## config.mk

```make
export PLATFORM = sky130hd
export DESIGN_NAME = in_port
export DESIGN_NICKNAME = d
export VERILOG_FILES = /design/src/rtl/in_port.sv
export SDC_FILE = /design/constraint.sdc
export NUM_CORES = 1
export LEC_CHECK = 0
export CAP_MARGIN = 10
export CORE_MARGIN = 2
export CORE_UTILIZATION = 40
export CTS_BUF_LIST = sky130_fd_sc_hd__clkbuf_8
export CTS_CLUSTER_SIZE = 14
export DETAILED_ROUTE_END_ITERATION = 8
export GPL_TIMING_DRIVEN = 0
export PLACE_DENSITY = 0.61
export SETUP_SLACK_MARGIN = 0.4
export SLEW_MARGIN = 20
export SYNTH_ARGS = -nofsm -noshare
export SYNTH_HDL_FRONTEND = slang
export SYNTH_SLANG_ARGS = --single-unit
```

## constraint.sdc

```tcl
create_clock -name clk -period 2.4 [get_ports clk]
set_clock_uncertainty 0.05 [all_clocks]
set_input_delay 0.48 -clock clk [delete_from_list [all_inputs] [get_ports clk]]
set_output_delay 0.48 -clock clk [all_outputs]
set_load 0.01 [all_outputs]
```

## src/rtl/in_port.sv

```systemverilog
// Four-port synchronised input block with change flags, read decode and optional masked IRQ.
// Define INPORT_IRQ_EN to include the Mask register and IRQ generation.
module in_port (
   input  logic       clk,
   input  logic       Reset,
   input  logic [7:0] Address,
   input  logic       INportRead,
   input  logic       INportWrite,
   input  logic [7:0] Datain,
   input  logic [7:0] InExtWorld1,
   input  logic [7:0] InExtWorld2,
   input  logic [7:0] InExtWorld3,
   input  logic [7:0] InExtWorld4,
   output logic [7:0] Dataout,
   output logic       IRQ
);
   localparam int unsigned DW = 8;
   localparam int unsigned AW = 8;
   localparam int unsigned NP = 4;

   localparam logic [AW-1:0] ADDR_STATUS = AW'(8'h04);
   localparam logic [AW-1:0] ADDR_MASK   = AW'(8'h05);

   logic [DW-1:0] ext      [NP];
   logic [DW-1:0] sync1    [NP];
   logic [DW-1:0] sync2    [NP];
   logic [DW-1:0] data_reg [NP];
   logic [NP-1:0] flag;
   logic [NP-1:0] flag_nxt;
   logic [NP-1:0] mask;
   logic [DW-1:0] rd_data_c;

   assign ext[0] = InExtWorld1;
   assign ext[1] = InExtWorld2;
   assign ext[2] = InExtWorld3;
   assign ext[3] = InExtWorld4;

   // A data read clears its flag, but a change seen on the same edge wins.
   always_comb begin
      flag_nxt = flag;
      for (int n = 0; n < int'(NP); n++) begin
         if (INportRead && (Address == AW'(n)))
            flag_nxt[n] = 1'b0;
         if (sync2[n] != data_reg[n])
            flag_nxt[n] = 1'b1;
      end
   end

   // Read decode uses pre-edge state, so a coincident mask write is not visible.
   always_comb begin
      rd_data_c = '0;
      case (Address)
         AW'(8'h00):  rd_data_c = data_reg[0];
         AW'(8'h01):  rd_data_c = data_reg[1];
         AW'(8'h02):  rd_data_c = data_reg[2];
         AW'(8'h03):  rd_data_c = data_reg[3];
         ADDR_STATUS: rd_data_c = {(DW-NP)'(0), flag};
         ADDR_MASK:   rd_data_c = {(DW-NP)'(0), mask};
         default:     rd_data_c = '0;
      endcase
   end

   always_ff @(posedge clk) begin
      if (Reset) begin
         for (int n = 0; n < int'(NP); n++) begin
            sync1[n]    <= '0;
            sync2[n]    <= '0;
            data_reg[n] <= '0;
         end
         flag    <= '0;
         Dataout <= '0;
      end else begin
         for (int n = 0; n < int'(NP); n++) begin
            sync1[n]    <= ext[n];
            sync2[n]    <= sync1[n];
            data_reg[n] <= sync2[n];
         end
         flag <= flag_nxt;
         if (INportRead)
            Dataout <= rd_data_c;
      end
   end

`ifdef INPORT_IRQ_EN
   logic [NP-1:0] mask_nxt;
   logic          unused_datain;

   always_comb begin
      mask_nxt = mask;
      if (INportWrite && (Address == ADDR_MASK))
         mask_nxt = Datain[NP-1:0];
   end

   // IRQ follows next-state flags so a clearing read drops it on the same edge.
   always_ff @(posedge clk) begin
      if (Reset) begin
         mask <= '0;
         IRQ  <= 1'b0;
      end else begin
         mask <= mask_nxt;
         IRQ  <= |(flag_nxt & mask_nxt);
      end
   end

   assign unused_datain = ^Datain[DW-1:NP];
`else
   logic unused_write;

   assign mask         = '0;
   assign IRQ          = 1'b0;
   assign unused_write = ^{Datain, INportWrite};
`endif

endmodule

```

==> flow_metrics.tcl <==
set metrics [dict create \
    synth_edf_count 0 \
    critPathTopFamily "buffers and inverters" \
    ys.flop_type "dfxtp_1" \
    fin_cells 494 \
    cts-root-buf "clkbuf_8" \
    areaGrowthSynthToFinish_pct 22.33 \
    path_clk_slew_ps 90 \
    critical_path_class "in -> reg" \
    routed_wl_um 6588 \
    max-slew-margin-rel_pct 54.49 \
    maxSlewViolCount 0 \
    grt-busiest-layer "met2" \
    clock_latency_ps 360 \
    drv_cap 0 \
    firstDrtPassIters 4 \
    startpoint_type "input port" \
    grt_max_degree 17 \
    syn_inst 318 \
    power.leakage_nw 1.845 \
    r2r_start "data_reg[2][2]" \
    yosys-top-cells-area "dfxtp_1, nor2b_1, xor2_1" \
    portBuffers 49 \
    crit_arrival_ps 2100 \
    cts_tree "yes" \
    drive_above_1_share_pct 7.050 \
    yosysTopAreaCellShare_pct 58.56 \
    period_share_pct 79.95 \
    place_inst 478 \
    hold_class "reg -> reg" \
    cts_hold_buf 0 \
    vias 2338 \
    met2_usage_pct 21.93 \
    worst_pin_slew_ps 676.4 \
    cts_made_buffers 9 \
    start_util_pct 40.54 \
    ys_async_sr_fraction_pct 0 \
    syn_area_um2 3692 \
    clock_path_buffers 2 \
    outcome "completed" \
    ys_seq_area_share_pct 58.56 \
    irDropWorstVdd_v 0.0002726 \
    worstPathRequired_ps 2580 \
    nNetsFinal 430 \
    design_area_um2 4517 \
    cts_setup_buffers 0 \
    ys_warn_count 0 \
    critPathSlowestCell "mux4_1" \
    slowest_delay_ps 600 \
    drtAntennaViolNets 0 \
    min_period_ps 1919 \
    synth_cell_types 28 \
    hold_ws_ps 386.7 \
    hold_viol 0 \
    grt_pass1_vias 2185 \
    grt_first_pass_wirelength_um 10740 \
    viasPerCell 4.733 \
    crit_path_max_fanout 10 \
    synth_largest_area_cell "dfxtp_1" \
    post_cts_resized 0 \
    hold_start "sync1[1][1]" \
    grt_use_total_pct 14.35 \
    die_w_um 100.1 \
    end_kind "flop" \
    fmax_ghz 0.5212 \
    rows 35 \
    hpwl_um 4935 \
    dieArea_um2 10020 \
    core_area_um2 9109 \
    ys_ff_latch 108 \
    htree_levels 3 \
    fillers 838 \
    drc 0 \
    p_total_mw 3.233 \
    first_iter_violations 79 \
    globalplace.congestion 0.7828 \
    die_h_um 100.1 \
    ioPinCount 61 \
    wire_per_inst_um 13.34 \
    startpoint "Address[0]" \
    power.density_nw_per_um2 715.7 \
    rsz0062_at_grt "no" \
    clkSinkCount 108 \
    syn_area_per_cell_um2 11.61 \
    path_buf_inv 2 \
    use_met3_pct 3.830 \
    crit_chain "clkdlybuf4s50_1 -> buf_6 -> mux4_1 -> nand4_1 -> a21oi_1" \
    met1_usage_pct 18.88 \
    insertedDiodeCount 0 \
    overflow 0 \
    antenna_found_initial 0 \
    placed_area_um2 4322 \
    report.final.setup_viol 0 \
    synth.net_count 370 \
    fin_tns_setup_ps 0 \
]
-- report_power, final --
group / internal, mW / leakage (nW) / switching, mW
clock: 0.502 / 0.106 / 0.573
combinational: 0.149 / 0.850 / 0.107
sequential: 1.87 / 0.889 / 0.0356
total: 2.52 / 1.85 / 0.716
-- path summary, 6_finish.rpt --
kind,endpoint,slack [ps],depth (start not counted)
max,Dataout[7],480,5
min,sync2[1][1],390,1
max reg2reg,flag[2],1080,3
min reg2reg,sync2[1][1],390,1
-- cells by family after synthesis --
group | count (synthesis) | share of synthesized area (%)
mux | 8 | 5.286
other cells | 1 | 0.1016
xor+xnor | 32 | 7.591
compound gates | 16 | 3.389
buf+inv | 17 | 2.101
flops | 108 | 58.56
simple gates | 136 | 22.98
-- placed cells by master, fill, tap and decap left out, drive strengths merged --
master | netlist | final
conb | 1 | 1
inv | 0 | 3
nor2 | 6 | 6
or3b | 1 | 1
clkinvlp | 0 | 1
xor2 | 32 | 32
o41ai | 1 | 1
buf | 4 | 4
bufinv | 0 | 1
nor4 | 11 | 11
clkbuf | 13 | 23
or2 | 1 | 1
a311oi | 4 | 4
dfxtp | 108 | 108
nor4b | 1 | 1
mux4 | 8 | 8
or4 | 1 | 1
a31oi | 4 | 4
nand3 | 9 | 9
nand4 | 4 | 4
nor2b | 96 | 96
nand2 | 1 | 1
a21oi | 4 | 4
clkdlybuf4s50 | 0 | 49
clkinv | 0 | 1
o31ai | 3 | 3
nand2b | 4 | 4
nand3b | 1 | 1
-- routing by layer --
| layer | part of all wire (%) | up-vias |
|---|---|---|
| li1 | - | 1171 |
| met1 | 47 | 1083 |
| met2 | 45 | 74 |
| met3 | 5.3 | 10 |
| met4 | 2.5 | 0 |
| met5 | 0 | - |
-- synthesized netlist by cell type, types with 2 or more instances --
| cell type | count |
|---|---|
| a21oi_1 | 4 |
| a311oi_1 | 3 |
| a31oi_1 | 4 |
| buf_2 | 2 |
| clkbuf_1 | 13 |
| dfxtp_1 | 108 |
| mux4_1 | 4 |
| mux4_2 | 4 |
| nand2b_1 | 4 |
| nand3_1 | 9 |
| nand4_1 | 4 |
| nor2_1 | 6 |
| nor2b_1 | 96 |
| nor4_1 | 10 |
| o31ai_1 | 3 |
| xor2_1 | 32 |
-- area by class of cell --
| class | count | area, µm² | share of cell area (%) |
|---|---|---|---|
| Sequential cell | 108 | 2162 | 47.87 |
| Buffer | 17 | 77.57 | 1.717 |
| Clock inverter | 6 | 57.56 | 1.274 |
| Tap cell | 111 | 138.9 | 3.075 |
| Timing Repair Buffer | 49 | 490.5 | 10.86 |
| Clock buffer | 10 | 137.6 | 3.047 |
| Multi-Input combinational cell | 193 | 1453 | 32.16 |
-- per-stage QoR --
stage / util, % / setup slack, ps
6_report: 49.59 / 481.3
5_1_grt: 49.59 / 440.4
4_1_cts: 49.59 / 506.4
3_5_place_dp: 47.45 / 110.1
3_3_place_gp: 47.45 / 122.3
2_1_floorplan: - / 827.6
No activity file was read; power rests on OpenSTA's default activity.
